$ cat src/rtl/clock_pattern_detector_if.sv
// Bundle between the LTSM/RX front end and clock_pattern_detector.
// Debug counter signals exist only when CLK_DET_DEBUG_EN is defined.
interface clock_pattern_detector_if;
  logic i_rx_ckp;
  logic i_rx_ckn;
  logic i_rx_track;
  logic i_start_detect;
  logic i_ltsm_in_reset;
  logic o_done;
  logic o_ckp_pass;
  logic o_ckn_pass;
  logic o_track_pass;
`ifdef CLK_DET_DEBUG_EN
  logic [7:0] o_ckp_good_cnt;
  logic [7:0] o_ckn_good_cnt;
  logic [7:0] o_track_good_cnt;
  logic [9:0] o_bad_cnt_sum;

  modport master (
    output i_rx_ckp, i_rx_ckn, i_rx_track, i_start_detect, i_ltsm_in_reset,
    input  o_done, o_ckp_pass, o_ckn_pass, o_track_pass,
    input  o_ckp_good_cnt, o_ckn_good_cnt, o_track_good_cnt, o_bad_cnt_sum
  );
  modport slave (
    input  i_rx_ckp, i_rx_ckn, i_rx_track, i_start_detect, i_ltsm_in_reset,
    output o_done, o_ckp_pass, o_ckn_pass, o_track_pass,
    output o_ckp_good_cnt, o_ckn_good_cnt, o_track_good_cnt, o_bad_cnt_sum
  );
`else
  modport master (
    output i_rx_ckp, i_rx_ckn, i_rx_track, i_start_detect, i_ltsm_in_reset,
    input  o_done, o_ckp_pass, o_ckn_pass, o_track_pass
  );
  modport slave (
    input  i_rx_ckp, i_rx_ckn, i_rx_track, i_start_detect, i_ltsm_in_reset,
    output o_done, o_ckp_pass, o_ckn_pass, o_track_pass
  );
`endif
endinterface

$ cat src/rtl/clock_pattern_detector.sv
// Counts gated clock-pattern bursts on CKP/CKN/TRACK and grades each lane pass/fail.
// Define CLK_DET_DEBUG_EN to expose live good/bad burst counters.
module clock_pattern_detector #(
  parameter int unsigned BURST_LEN  = 16,
  parameter int unsigned GAP_CYC    = 6,
  parameter int unsigned END_IDLE   = 64,
  parameter int unsigned WINDOW_CYC = 8192,
  parameter int unsigned PASS_MIN   = 120,
  parameter int unsigned MAX_BAD    = 2
) (
  input logic                     i_pll_clk,
  input logic                     i_rst,
  clock_pattern_detector_if.slave bus_io
);

  typedef enum logic [1:0] {StIdle, StArmed, StCount, StDone} state_e;

  localparam logic [2:0] GapMax = 3'(GAP_CYC);

  state_e state_q, state_d;
  logic   start_q;
  logic   done_q, done_d;
  logic [2:0] samp, prev_q, edge_v, close;
  logic [2:0] pass_q, pass_d;
  logic [15:0] win_q, win_d;
  logic [6:0]  idle_q, idle_d;
  logic [2:0][4:0] ecnt_q, ecnt_d;
  logic [2:0][2:0] gap_q, gap_d;
  logic [2:0][7:0] good_q, good_d, bad_q, bad_d;
  logic start_rise, counting, win_exp, idle_end, to_done, arm, clear;

  assign samp       = {bus_io.i_rx_track, bus_io.i_rx_ckn, bus_io.i_rx_ckp};
  assign edge_v     = samp & ~prev_q;
  assign start_rise = bus_io.i_start_detect & ~start_q;
  assign counting   = (state_q == StArmed) || (state_q == StCount);
  assign win_exp    = counting && (win_q == 16'(WINDOW_CYC - 1));
  assign idle_end   = (state_q == StCount) && (edge_v == 3'b000) &&
                      (idle_q == 7'(END_IDLE - 1));

  always_comb begin
    state_d = state_q;
    unique case (state_q)
      StIdle:  if (start_rise) state_d = StArmed;
      StArmed: begin
        if (win_exp)         state_d = StDone;
        else if (|edge_v)    state_d = StCount;
      end
      StCount: if (win_exp || idle_end) state_d = StDone;
      StDone:  if (!bus_io.i_start_detect) state_d = StIdle;
      default: state_d = StIdle;
    endcase
    if (bus_io.i_ltsm_in_reset) state_d = StIdle;
  end

  assign to_done = counting && (state_d == StDone);
  assign arm     = (state_q == StIdle) && (state_d == StArmed);
  assign clear   = arm || bus_io.i_ltsm_in_reset;
  assign done_d  = (state_d == StDone);

  always_comb begin
    win_d  = win_q;
    idle_d = '0;
    if (clear) begin
      win_d = '0;
    end else if (counting) begin
      win_d = win_q + 16'd1;
      if (state_q == StCount && edge_v == 3'b000) idle_d = idle_q + 7'd1;
    end
  end

  // A burst closes either after GAP_CYC quiet cycles or when the run ends with it still open.
  always_comb begin
    ecnt_d = ecnt_q;
    gap_d  = gap_q;
    good_d = good_q;
    bad_d  = bad_q;
    pass_d = pass_q;
    close  = '0;
    for (int i = 0; i < 3; i++) begin
      if (clear) begin
        ecnt_d[i] = '0;
        gap_d[i]  = '0;
        good_d[i] = '0;
        bad_d[i]  = '0;
        pass_d[i] = 1'b0;
      end else if (counting) begin
        if (edge_v[i]) begin
          if (ecnt_q[i] != 5'd31) ecnt_d[i] = ecnt_q[i] + 5'd1;
          gap_d[i] = '0;
        end else if (gap_q[i] != GapMax) begin
          gap_d[i] = gap_q[i] + 3'd1;
        end
        close[i] = (ecnt_d[i] != 5'd0) &&
                   ((!edge_v[i] && (gap_q[i] == GapMax - 3'd1)) || to_done);
        if (close[i]) begin
          if (ecnt_d[i] == 5'(BURST_LEN)) begin
            if (good_q[i] != 8'hff) good_d[i] = good_q[i] + 8'd1;
          end else if (bad_q[i] != 8'hff) begin
            bad_d[i] = bad_q[i] + 8'd1;
          end
          ecnt_d[i] = '0;
        end
        if (to_done) begin
          pass_d[i] = (good_d[i] >= 8'(PASS_MIN)) && (bad_d[i] <= 8'(MAX_BAD));
        end
      end
    end
  end

  // start_q resets high so a start level held through reset release is not taken as a rise.
  always_ff @(posedge i_pll_clk or posedge i_rst) begin
    if (i_rst) begin
      state_q <= StIdle;
      start_q <= 1'b1;
      done_q  <= 1'b0;
      prev_q  <= '0;
      pass_q  <= '0;
      win_q   <= '0;
      idle_q  <= '0;
      ecnt_q  <= '0;
      gap_q   <= '0;
      good_q  <= '0;
      bad_q   <= '0;
    end else begin
      state_q <= state_d;
      start_q <= bus_io.i_start_detect;
      done_q  <= done_d;
      prev_q  <= samp;
      pass_q  <= pass_d;
      win_q   <= win_d;
      idle_q  <= idle_d;
      ecnt_q  <= ecnt_d;
      gap_q   <= gap_d;
      good_q  <= good_d;
      bad_q   <= bad_d;
    end
  end

  assign bus_io.o_done       = done_q;
  assign bus_io.o_ckp_pass   = pass_q[0];
  assign bus_io.o_ckn_pass   = pass_q[1];
  assign bus_io.o_track_pass = pass_q[2];

`ifdef CLK_DET_DEBUG_EN
  assign bus_io.o_ckp_good_cnt   = good_q[0];
  assign bus_io.o_ckn_good_cnt   = good_q[1];
  assign bus_io.o_track_good_cnt = good_q[2];
  assign bus_io.o_bad_cnt_sum    = 10'(bad_q[0]) + 10'(bad_q[1]) + 10'(bad_q[2]);
`else
  // Counters stay internal; only the pass results leave the block.
`endif

endmodule

$ cat src/flat_wrapper.sv
// flat-port wrapper written by rule: the top's interface ports become plain ports
module clock_pattern_detector_flat 
#(
  parameter int unsigned BURST_LEN  = 16,
  parameter int unsigned GAP_CYC    = 6,
  parameter int unsigned END_IDLE   = 64,
  parameter int unsigned WINDOW_CYC = 8192,
  parameter int unsigned PASS_MIN   = 120,
  parameter int unsigned MAX_BAD    = 2
)
  (i_pll_clk, i_rst, bus_io_i_rx_ckp, bus_io_i_rx_ckn, bus_io_i_rx_track, bus_io_i_start_detect, bus_io_i_ltsm_in_reset, bus_io_o_done, bus_io_o_ckp_pass, bus_io_o_ckn_pass, bus_io_o_track_pass);
  clock_pattern_detector_if bus_io_i ();
  input logic i_pll_clk;
  input logic i_rst;
  input wire logic [$bits(bus_io_i.i_rx_ckp)-1:0] bus_io_i_rx_ckp;
  input wire logic [$bits(bus_io_i.i_rx_ckn)-1:0] bus_io_i_rx_ckn;
  input wire logic [$bits(bus_io_i.i_rx_track)-1:0] bus_io_i_rx_track;
  input wire logic [$bits(bus_io_i.i_start_detect)-1:0] bus_io_i_start_detect;
  input wire logic [$bits(bus_io_i.i_ltsm_in_reset)-1:0] bus_io_i_ltsm_in_reset;
  output wire logic [$bits(bus_io_i.o_done)-1:0] bus_io_o_done;
  output wire logic [$bits(bus_io_i.o_ckp_pass)-1:0] bus_io_o_ckp_pass;
  output wire logic [$bits(bus_io_i.o_ckn_pass)-1:0] bus_io_o_ckn_pass;
  output wire logic [$bits(bus_io_i.o_track_pass)-1:0] bus_io_o_track_pass;
  assign bus_io_i.i_rx_ckp = bus_io_i_rx_ckp;
  assign bus_io_i.i_rx_ckn = bus_io_i_rx_ckn;
  assign bus_io_i.i_rx_track = bus_io_i_rx_track;
  assign bus_io_i.i_start_detect = bus_io_i_start_detect;
  assign bus_io_i.i_ltsm_in_reset = bus_io_i_ltsm_in_reset;
  assign bus_io_o_done = bus_io_i.o_done;
  assign bus_io_o_ckp_pass = bus_io_i.o_ckp_pass;
  assign bus_io_o_ckn_pass = bus_io_i.o_ckn_pass;
  assign bus_io_o_track_pass = bus_io_i.o_track_pass;
  clock_pattern_detector #(.BURST_LEN(BURST_LEN), .GAP_CYC(GAP_CYC), .END_IDLE(END_IDLE), .WINDOW_CYC(WINDOW_CYC), .PASS_MIN(PASS_MIN), .MAX_BAD(MAX_BAD)) u_core (.i_pll_clk(i_pll_clk), .i_rst(i_rst), .bus_io(bus_io_i));
endmodule
$ cat config.mk
export PLATFORM = sky130hd
export DESIGN_NAME = clock_pattern_detector_flat
export DESIGN_NICKNAME = d
export VERILOG_FILES = /design/src/rtl/clock_pattern_detector_if.sv /design/src/rtl/clock_pattern_detector.sv /design/src/flat_wrapper.sv
export SDC_FILE = /design/constraint.sdc
export NUM_CORES = 1
export LEC_CHECK = 0
export ABC_AREA = 1
export BUFFER_PORTS_ARGS = -buffer_cell sky130_fd_sc_hd__buf_4
export CAP_MARGIN = 0
export CORE_UTILIZATION = 40
export CTS_BUF_LIST = sky130_fd_sc_hd__clkbuf_2 sky130_fd_sc_hd__clkbuf_4 sky130_fd_sc_hd__clkbuf_8
export CTS_CLUSTER_SIZE = 16
export DETAILED_ROUTE_END_ITERATION = 8
export GPL_ROUTABILITY_DRIVEN = 1
export GPL_TIMING_DRIVEN = 1
export PLACE_DENSITY = 0.61
export SLEW_MARGIN = 0
export SYNTH_ARGS = -nofsm -noshare
export SYNTH_HDL_FRONTEND = slang
export SYNTH_SLANG_ARGS = --single-unit
$ cat constraint.sdc
create_clock -name i_pll_clk -period 3.4 [get_ports i_pll_clk]
set_input_delay 0.17 -clock i_pll_clk [delete_from_list [all_inputs] [get_ports i_pll_clk]]
set_output_delay 0.17 -clock i_pll_clk [all_outputs]
set_load 0.005 [all_outputs]
==> flow_metrics.py, run 1 <==
metrics = {
    "yosys": {
        "synth_cell_types": 47,
        "yosysWarnings": 0,
        "synthesis.area_um2": 6924,
        "synth.most_common_cell": "nand2_1",
        "synthArstFlopShare": 1.000,
        "post-synth-top-area-cell": "dfrtp_1",
        "syn_inst": 952,
        "synth-seq-area-share": 0.3797,
        "synthFlopType": "dfrtp_1",
        "synth_area_leaders": "dfrtp_1 38%, nand2_1 13%, inv_1 6.8%",
        "synth_commonest_cells": "247 x nand2_1, 126 x inv_1, 104 x dfrtp_1",
        "synth_top_area_frac": 0.3759,
        "synth_edf_count": 0,
        "synth_nets": 983,
        "synth-seq-cells": 105,
        "avgSynthCellArea_um2": 7.273,
    },
    "cells_and_area": {
        "design_area_um2": 7491,
        "n_antenna_cell": 0,
        "area_growth_pct": 8.186,
        "layout.nets": 997,
        "fill_cells": 1697,
        "drive_gt1_frac": 0.08239,
    },
    "pwr": {
        "max-vdd-ir-drop_uv": 298.3,
        "power.leakage_nw": 3.590,
        "p_per_area_nw_per_um2": 414.2,
        "finalPower_w": 0.003103,
    },
    "floorplan": {
        "core_area_um2": 16760,
        "fp.dieH_um": 133.6,
        "ioPinCount": 11,
        "die_area_um2": 17840,
        "die_x_um": 133.6,
        "start_util": 0.4131,
        "placementRows": 47,
    },
    "setup_path": {
        "cp_data_arrival_time_ns": 3.33,
        "crit_chain": "inv_1 -> ha_1 -> nand4_1 -> nor2_4 -> nand2_2 -> nand3_1 -> nand2_1 -> nand3_1 -> nand2_1 -> inv_1 -> nand3_2 -> nand2_4 -> inv_2 -> nand2_1 -> clkinvlp_4 -> nand3_2 -> o21ba_2",
        "max_stage_delay_ns": 0.47,
        "worstPathMaxFanout": 11,
        "cpMostUsedCell": "nand2_1",
        "crit_type": "reg2reg",
        "cp-end-kind": "flop",
        "crit_path_start_kind": "flop",
        "crit_slowest_cell": "dfrtp_1",
        "crit_required_ns": 3.69,
    },
    "flow_run": {
        "drv_cap": 0,
    },
    "timing": {
        "max_freq_ghz": 0.3293,
        "worst_slack_ns": 0.3635,
        "clock_skew_ns": 0.01333,
        "holdWs_ns": 0.09888,
        "min_period_ns": 3.036,
        "rsz0062_at_grt": "no",
        "finalMaxSlewViolations": 0,
        "tightest_slew_ns": 0.6775,
        "setup_viol": 0,
        "fin_crit_sh": 0.8931,
        "hold_viol": 0,
        "tns_ns": 0,
        "relSlewSlack": 0.5484,
    },
    "global_route": {
        "top_usage_layer": "met2",
        "grt_use_met2": 0.3197,
        "grt_pass1_vias": 5814,
        "antenna_found_initial": 0,
        "overflow": 0,
        "grt_use_met3": 0.03006,
        "grt_use_total": 0.1894,
        "grt_first_pass_wirelength_um": 27550,
        "grt_max_degree": 56,
        "met1_usage": 0.2510,
    },
    "clock_network": {
        "cts.sinks": 105,
        "cts_tree": "done",
        "clk_latency_ns": 0.39,
        "clkTransAtPathRegs_ns": 0.11,
        "cts_buffers": 9,
        "root_buffer": "clkbuf_8",
        "cts_buffer_depth": 2,
        "htreeDepth": 3,
    },
    "place": {
        "place_ws_ns": 0.1070,
        "io_buffers": 10,
        "place.gp.congestion": 0.8428,
        "dp_hpwl_um": 10970,
        "placed_cell_area_um2": 7233,
    },
    "min_path": {
        "min-delay-path-class": "in2reg",
    },
    "routing": {
        "vias": 6118,
        "drc": 0,
        "drt_pass1_iterations": 5,
        "drtAntennaViolNets": 0,
        "vias_per_cell": 5.137,
        "wl_um": 15840,
        "routedWlPerCell_um": 13.30,
        "drtIter0Drc": 386,
    },
    "outcome": {
        "status": "finished, final reports clean",
    },
}
==> worst paths after layout <==
kind | slack [ns] | endpoint | depth (start not counted) | start
worst max register to register | 0.36 | u_core.idle_q[6] | 17 | u_core.state_q[0]
worst max-delay path | 0.36 | u_core.idle_q[6] | 17 | u_core.state_q[0]
worst min-delay path | 0.1 | u_core.bus_io.o_done | 4 | bus_io_i_ltsm_in_reset
max in group asynchronous | 2.11 | u_core.good_q[2] | 4 | i_rst
worst min register to register | 0.47 | u_core.idle_q[0] | 1 | u_core.idle_q[0]
min in group asynchronous | 0.43 | u_core.ecnt_q[6] | 3 | i_rst
==> registers in the layout, indices dropped and copies added (netlist names) <==
register              cells
u_core.bus_io.o_done      1
u_core.good_q            24
u_core.state_q            2
u_core.pass_q             3
u_core.bad_q             24
u_core.idle_q             7
u_core.prev_q             3
u_core.start_q            1
u_core.win_q             16
u_core.ecnt_q            15
u_core.gap_q              9
==> power breakdown <==
part / internal (W) / total, W / switching [W] / leakage, nW
Clock: 0.000303 / 0.000784 / 0.000481 / 0.0978
Sequential: 0.00131 / 0.00138 / 0.0000640 / 1.45
Combinational: 0.000272 / 0.000942 / 0.000670 / 2.04
Total: 0.00189 / 0.00310 / 0.00122 / 3.59
==> worst max-delay path: cells and delay by family, from the launching register on <==
kind | cells | cell delay [ns]
flip-flops | 1 | 0.47
buffers and inverters | 4 | 0.63
adder cells (fa/ha/maj) | 1 | 0.32
AND/OR/NAND/NOR | 11 | 1.31
AO/OA/AOI/OAI | 1 | 0.19
==> layout by cell type, fill, tap and decap left out, drive strengths merged, types with 3 or more instances in the layout <==
master / count
a21oi: 27
xnor2: 7
clkbuf: 10
clkinv: 3
o32ai: 11
nand3b: 4
nand3: 81
nand2: 262
o21ai: 70
dfrtp: 104
o22ai: 33
dlygate4sd3: 5
buf: 22
xor2: 26
nor2: 93
nor4: 3
nor3b: 4
o31ai: 5
a21boi: 4
nor3: 10
a31oi: 4
inv: 131
nand4: 12
ha: 24
==> per-layer routing <==
metal  wire length [um]  up-vias  part of all wire
met3                407       15             0.026
met1               7760     2884              0.49
li1                   -     3145                 -
met2               7487       74              0.47
met4                181        0             0.011
met5                  0        -                 0
==> area by class of cell <==
cell class | instances | area [um2] | area share
tap | 220 | 275.3 | 0.03675
sequential | 105 | 2629 | 0.3509
timing repair buffer | 27 | 227.7 | 0.03040
multi-input combinational | 693 | 3666 | 0.4894
clock inverter | 6 | 61.31 | 0.008184
clock buffer | 10 | 137.6 | 0.01837
inverter | 130 | 494.2 | 0.06598
==> cell families after synthesis <==
group           Yosys count  share of synthesized area
flops                   105                     0.3797
fa+ha+maj                24                    0.04337
xor+xnor                 33                    0.04174
compound gates          165                     0.1444
simple gates            470                     0.2978
buf+inv                 154                    0.09161
mux                       1                   0.001446
==> per-stage QoR <==
| step | util | cells |
|---|---|---|
| CTS | 0.4464 | 1191 |
| detailed placement | 0.4316 | 1170 |
| floorplan | - | 952 |
| finish | 0.4470 | 1191 |
| global route | 0.4470 | 1191 |
| global placement | 0.4316 | 1170 |
==> what timing repair did <==
action,in CTS,in global routing
buffers inserted,0,0
resized for setup,0,2
setup endpoints to repair,0,7
hold buffers,5,0
endpoints found under the hold margin,56,0
Note: power is estimated with default switching activity, not from simulation.
==> run 2: changes to the inputs <==
--- a/config.mk
+++ b/config.mk
@@ -8,13 +8,15 @@
 export ABC_AREA = 1
 export BUFFER_PORTS_ARGS = -buffer_cell sky130_fd_sc_hd__buf_4
 export CAP_MARGIN = 0
-export CORE_UTILIZATION = 40
+export CELL_PAD_IN_SITES_DETAIL_PLACEMENT = 2
+export CELL_PAD_IN_SITES_GLOBAL_PLACEMENT = 2
+export CORE_UTILIZATION = 39
 export CTS_BUF_LIST = sky130_fd_sc_hd__clkbuf_2 sky130_fd_sc_hd__clkbuf_4 sky130_fd_sc_hd__clkbuf_8
 export CTS_CLUSTER_SIZE = 16
 export DETAILED_ROUTE_END_ITERATION = 8
 export GPL_ROUTABILITY_DRIVEN = 1
 export GPL_TIMING_DRIVEN = 1
-export PLACE_DENSITY = 0.61
+export PLACE_DENSITY = 0.89
 export SLEW_MARGIN = 0
 export SYNTH_ARGS = -nofsm -noshare
 export SYNTH_HDL_FRONTEND = slang
==> run 2 against run 1 <==
- first-iteration DRC count fell by 18%
- hold slack improved by 0.060 ns
- sequential cell count did not move
- clock skew rose by 0.0071 ns
- utilization fell by 1.1 points
- die area rose by 2.5%
- final cell count rose by 0.50%
- register-to-register slack got worse by 0.19 ns
- cell area rose by 0.62%
- routed wire length rose by 54%
- fmax fell by 5.8%
- count of clock-buffer cells in the layout fell by 1
- largest cell class unchanged
==> flow_metrics.py, run 2 (synthesis results as in run 1) <==
metrics = {
    "routing": {
        "wl_um": 24440,
        "vias": 6813,
        "drtAntennaViolNets": 0,
        "vias_per_cell": 5.692,
        "routedWlPerCell_um": 20.42,
        "drtIter0Drc": 316,
        "drt_pass1_iterations": 4,
        "drc": 0,
    },
    "setup_path": {
        "cp_data_arrival_time_ns": 3.51,
        "crit_type": "reg2reg",
        "rr_worst_depth": 17,
        "worstPathMaxFanout": 12,
        "crit_path_start_kind": "flop",
        "r2r-start": "u_core.state_q[0]",
        "timing.rr.end": "u_core.idle_q[6]",
        "cp-end-kind": "flop",
        "reg2reg_slack_ns": 0.18,
        "crit_required_ns": 3.69,
    },
    "floorplan": {
        "die_area_um2": 18290,
        "ioPinCount": 11,
        "placementRows": 48,
        "start_util": 0.4003,
        "die_x_um": 135.2,
        "core_area_um2": 17300,
        "fp.dieH_um": 135.2,
    },
    "timing": {
        "max_freq_ghz": 0.3103,
        "tightest_slew_ns": 0.7065,
        "worst_slack_ns": 0.1776,
        "rsz0062_at_grt": "yes",
        "hold_viol": 0,
        "setup_viol": 0,
        "clock_skew_ns": 0.02040,
        "min_period_ns": 3.222,
        "relSlewSlack": 0.5264,
        "finalMaxSlewViolations": 0,
        "fin_crit_sh": 0.9478,
    },
    "cells_and_area": {
        "fill_cells": 2068,
        "reg_top3": "u_core.bad_q (24), u_core.good_q (24), u_core.win_q (16)",
        "layout_commonest_cell": "nand2_1",
        "n_antenna_cell": 0,
        "drive_gt1_frac": 0.08539,
        "area_growth_pct": 8.854,
        "final_cell_mix": "245 x nand2_1, 124 x inv_1, 104 x dfrtp_1, 87 x nor2_1, 79 x nand3_1",
        "layout.nets": 998,
        "design_area_um2": 7537,
    },
    "flow_run": {
        "drv_cap": 0,
    },
    "global_route": {
        "grt_max_degree": 61,
        "grt_use_total": 0.2764,
        "grt_first_pass_wirelength_um": 39630,
        "grt_pass1_vias": 7691,
        "overflow": 0,
        "antenna_found_initial": 0,
    },
    "clock_network": {
        "cts_buffer_depth": 2,
        "clk_latency_ns": 0.40,
        "clkTransAtPathRegs_ns": 0.11,
        "cts.sinks": 105,
        "htreeDepth": 3,
        "root_buffer": "clkbuf_8",
        "cts_buffers": 9,
        "cts_tree": "done",
    },
    "min_path": {
        "min-delay-path-class": "in2reg",
        "min_from": "bus_io_i_ltsm_in_reset",
        "hold_path_end": "u_core.bus_io.o_done",
        "holdPathStages": 4,
    },
    "place": {
        "place.gp.congestion": 0.7888,
        "dp_hpwl_um": 16630,
        "place_ws_ns": -0.05875,
        "io_buffers": 10,
        "placed_cell_area_um2": 7227,
    },
    "pwr": {
        "power.leakage_nw": 3.609,
        "max-vdd-ir-drop_uv": 201.8,
        "p_per_area_nw_per_um2": 444.4,
    },
    "outcome": {
        "status": "finished, final reports clean",
    },
}
run 2: cell count changes in the layout (fill, tap and decap cells not counted), moves of 2 or more:
cell and change:
clkinv_2 +2, clkinv_4 -2, nand2_1 -2, nand2_4 +2
run 2: worst max path at each step:
stage | startpoint | end | slack (ns) | depth (start not counted)
finish | u_core.state_q[0] | u_core.idle_q[6] | 0.18 | 17
global placement | u_core.state_q[0] | u_core.idle_q[6] | 0.21 | 16
global route | u_core.state_q[0] | u_core.idle_q[6] | -0.03 | 17
CTS | u_core.state_q[0] | u_core.idle_q[6] | 0.06 | 17
detailed placement | u_core.state_q[0] | u_core.idle_q[6] | -0.06 | 16
floorplan | i_rst | u_core.bad_q[0] | 0.47 | 1
run 2: layout make-up:
| cell class | count | area [um2] | area share |
|---|---|---|---|
| clock buffers | 9 | 123.9 | 0.01643 |
| clock inverters | 7 | 76.32 | 0.01013 |
| inverters | 130 | 494.2 | 0.06557 |
| multi-input cells | 693 | 3694 | 0.4900 |
| flip-flops and latches | 105 | 2629 | 0.3488 |
| well taps | 225 | 281.5 | 0.03735 |
| repair buffers | 28 | 239.0 | 0.03171 |
run 2: repair_timing:
action                                 CTS  global route
endpoints found under the hold margin   48             0
pin swaps                                0             1
hold buffers                             5             0
resized for setup                        2             6
setup endpoints to repair                4            24
buffers inserted                         0             3
run 2: worst max-delay path: stages, from the launching register on:
cell and delay [ns]:
dfrtp_1 0.48, inv_1 0.14, ha_1 0.33, nand4_1 0.18
nor2_4 0.18, nand2_2 0.09, nand2_1 0.07, nand2_1 0.05
nand3_1 0.14, nand2_1 0.08, inv_1 0.10, nand3_2 0.09
nand2_4 0.18, inv_2 0.13, nand2_2 0.12, clkinvlp_4 0.34
nand3_4 0.22, o21ba_2 0.17
run 2: power by group:
part           internal, W  switching, W
clock             0.000350      0.000530
combinational     0.000283      0.000797
sequential         0.00131     0.0000763
run 2: through the flow:
stage | std cells | power (W) | setup TNS (ns) | util | hold WS, ns
6_report | 1197 | 0.003350 | 0 | 0.4358 | 0.1588
5_1_grt | 1197 | 0.003490 | -0.05165 | 0.4358 | 0.1597
4_1_cts | 1194 | 0.003296 | 0 | 0.4328 | 0.1496
3_5_place_dp | 1173 | 0.002409 | -0.09660 | 0.4178 | 0.2943
3_3_place_gp | 1173 | 0.002344 | 0 | 0.4178 | 0.2919
2_1_floorplan | 952 | 0.002066 | 0 | - | 0.1745
run 2: routing by layer:
| metal | global-route usage | vias up | share of wire |
|---|---|---|---|
| met5 | 0 | - | 0 |
| met2 | 0.5017 | 100 | 0.52 |
| met3 | 0.03517 | 42 | 0.016 |
| met4 | 0.1024 | 0 | 0.022 |
| li1 | - | 3154 | - |
| met1 | 0.3317 | 3517 | 0.44 |
==> run 3: changes to the inputs <==
--- a/config.mk
+++ b/config.mk
@@ -10,13 +10,13 @@
 export CAP_MARGIN = 0
 export CELL_PAD_IN_SITES_DETAIL_PLACEMENT = 2
 export CELL_PAD_IN_SITES_GLOBAL_PLACEMENT = 2
-export CORE_UTILIZATION = 39
+export CORE_UTILIZATION = 35
 export CTS_BUF_LIST = sky130_fd_sc_hd__clkbuf_2 sky130_fd_sc_hd__clkbuf_4 sky130_fd_sc_hd__clkbuf_8
 export CTS_CLUSTER_SIZE = 16
 export DETAILED_ROUTE_END_ITERATION = 8
 export GPL_ROUTABILITY_DRIVEN = 1
 export GPL_TIMING_DRIVEN = 1
-export PLACE_DENSITY = 0.89
+export PLACE_DENSITY = 0.85
 export SLEW_MARGIN = 0
 export SYNTH_ARGS = -nofsm -noshare
 export SYNTH_HDL_FRONTEND = slang
==> constraint.sdc (replaced) <==
create_clock -name i_pll_clk -period 2.8 [get_ports i_pll_clk]
set_input_delay 0.14 -clock i_pll_clk [delete_from_list [all_inputs] [get_ports i_pll_clk]]
set_output_delay 0.14 -clock i_pll_clk [all_outputs]
set_load 0.005 [all_outputs]
==> run 3 against run 2 <==
- the flow now finishes with violations (setup timing)
- sequential cell count unchanged
- sequential share of layout area down 3.9 points
- clock skew increased by 0.011 ns
- register-to-register slack worse by 0.48 ns
- largest power group is now combinational cells
==> flow_metrics.py, run 3 (synthesis results as in run 1) <==
metrics = {
    "global_route": {
        "grt_pass1_vias": 7569,
        "grt_use_total": 0.2615,
        "antenna_found_initial": 0,
        "overflow": 0,
        "grt_first_pass_wirelength_um": 40920,
        "grt_max_degree": 47,
    },
    "setup_path": {
        "cp_data_arrival_time_ns": 3.42,
        "reg2reg_slack_ns": -0.31,
        "crit_required_ns": 3.11,
        "worstPathMaxFanout": 5,
        "cp-end-kind": "flop",
        "crit_path_start_kind": "flop",
        "crit_type": "reg2reg",
    },
    "timing": {
        "max_freq_ghz": 0.3218,
        "setup_viol": 45,
        "hold_viol": 0,
        "rsz0062_at_grt": "yes",
        "fin_crit_sh": 1.110,
        "tightest_slew_ns": 0.7673,
        "clock_skew_ns": 0.03131,
        "finalMaxSlewViolations": 0,
        "relSlewSlack": 0.4874,
        "min_period_ns": 3.107,
        "worst_slack_ns": -0.3071,
    },
    "routing": {
        "routedWlPerCell_um": 24.58,
        "drc": 0,
        "drt_pass1_iterations": 4,
        "wl_um": 31690,
        "drtIter0Drc": 352,
        "drtAntennaViolNets": 0,
        "vias": 7257,
        "vias_per_cell": 5.630,
    },
    "outcome": {
        "status": "finished, violations left",
        "violations": "setup timing",
    },
    "pwr": {
        "internal_power_w": 0.002692,
        "finalPower_w": 0.004732,
        "p_comb_frac": 0.400,
        "power.leakage_nw": 4.020,
        "seq_power_share": 0.355,
        "p_sw_frac": 0.4312,
        "power.net_switching_w": 0.002041,
        "p_per_area_nw_per_um2": 557.1,
        "max-vdd-ir-drop_uv": 272.8,
        "clkPwrFrac": 0.245,
    },
    "cells_and_area": {
        "layout.nets": 1050,
        "area_growth_pct": 22.68,
        "final_cell_mix": "227 x nand2_1, 120 x inv_1, 104 x dfrtp_1, 78 x nor2_1, 76 x nand3_1",
        "drive_gt1_frac": 0.1885,
        "layout_commonest_cell": "nand2_1",
        "n_antenna_cell": 0,
        "reg_top3": "u_core.bad_q (24), u_core.good_q (24), u_core.win_q (16)",
        "seqCellArea_um2": 2629,
        "utilization": 0.4379,
        "fill_cells": 2212,
        "multiInputGateArea_um2": 4060,
        "design_area_um2": 8494,
    },
    "clock_network": {
        "root_buffer": "clkbuf_8",
        "cts_buffer_depth": 2,
        "htreeDepth": 3,
        "clk_latency_ns": 0.44,
        "cts_buffers": 9,
        "cts_tree": "done",
        "cts.sinks": 105,
        "clkTransAtPathRegs_ns": 0.12,
    },
    "floorplan": {
        "start_util": 0.3569,
        "die_x_um": 142.7,
        "fp.dieH_um": 142.7,
        "die_area_um2": 20350,
        "placementRows": 51,
        "core_area_um2": 19400,
        "ioPinCount": 11,
    },
    "place": {
        "placed_cell_area_um2": 7451,
        "place.gp.congestion": 0.7821,
        "io_buffers": 10,
        "dp_hpwl_um": 15790,
    },
    "min_path": {
        "min-delay-path-class": "in2reg",
    },
    "flow_run": {
        "drv_cap": 0,
    },
}
[run 3: cell count changes in the layout (fill, tap and decap cells not counted), sizes merged]
cell	previous run	this run
buf	23	72
clkbuf	9	13
clkinv	2	0
nand2	262	263
[run 3: stage by stage]
| step | TNS [ns] | cells | worst slack [ns] | hold slack (ns) |
|---|---|---|---|---|
| detailed placement | -1.272 | 1231 | -0.2180 | 0.2646 |
| finish | -3.585 | 1289 | -0.3071 | 0.1048 |
| CTS | -0.007478 | 1261 | -0.007478 | 0.05233 |
| global placement | -0.05503 | 1231 | -0.04134 | 0.2634 |
| floorplan | 0 | 952 | 0.4174 | 0.1445 |
| global route | -9.425 | 1289 | -0.3815 | 0.1166 |
[run 3: power groups by stage]
stage	clock network, W	registers (W)	logic, W
after detailed placement	0	0.00169	0.00130
after global placement	0	0.00169	0.00125
after floorplan	0	0.00168	0.000827
after global routing	0.00122	0.00169	0.00195
after CTS	0.00113	0.00167	0.00140
final	0.00116	0.00168	0.00189
[run 3: path summary, 6_finish.rpt]
check	from	to	cells after the start
max	u_core.ecnt_q[10]	u_core.good_q[18]	11
min	bus_io_i_ltsm_in_reset	u_core.state_q[0]	4
max reg2reg	u_core.ecnt_q[10]	u_core.good_q[18]	11
min reg2reg	u_core.pass_q[2]	u_core.pass_q[2]	2
max in group asynchronous	i_rst	u_core.bad_q[19]	4
min in group asynchronous	i_rst	u_core.idle_q[1]	3
[run 3: final cells by class]
class                           count  area share
Tap cell                          265     0.03903
Clock inverter                      5    0.007659
Clock buffer                       11     0.01782
Sequential cell                   105      0.3095
Timing Repair Buffer               79     0.08911
Multi-Input combinational cell    694      0.4780
Inverter                          130     0.05892
[run 3: per-layer routing]
metal	wire [um]	GRT usage	up-vias
li1	-	-	3262
met2	16440	0.4647	163
met1	12930	0.3143	3737
met5	0	0	-
met3	787	0.03286	95
met4	1538	0.1200	0
[run 3: critical path, cell delays in order (launching register included)]
cell	delay (ns)
dfrtp_1	0.43
ha_1	0.24
nand3_1	0.22
o21ai_0	0.60
inv_1	0.25
nor3_2	0.25
buf_4	0.17
nand2_1	0.13
nor2_2	0.19
nand4_1	0.17
o21ai_1	0.22
a21oi_1	0.09
[run 3: what timing repair did]
item | CTS | global route
setup buffers | 9 | 25
pin swaps | 3 | 32
hold endpoints to repair | 31 | 0
gates cloned | 0 | 3
hold buffers | 5 | 0
setup endpoints to repair | 27 | 78
resized for setup | 18 | 100
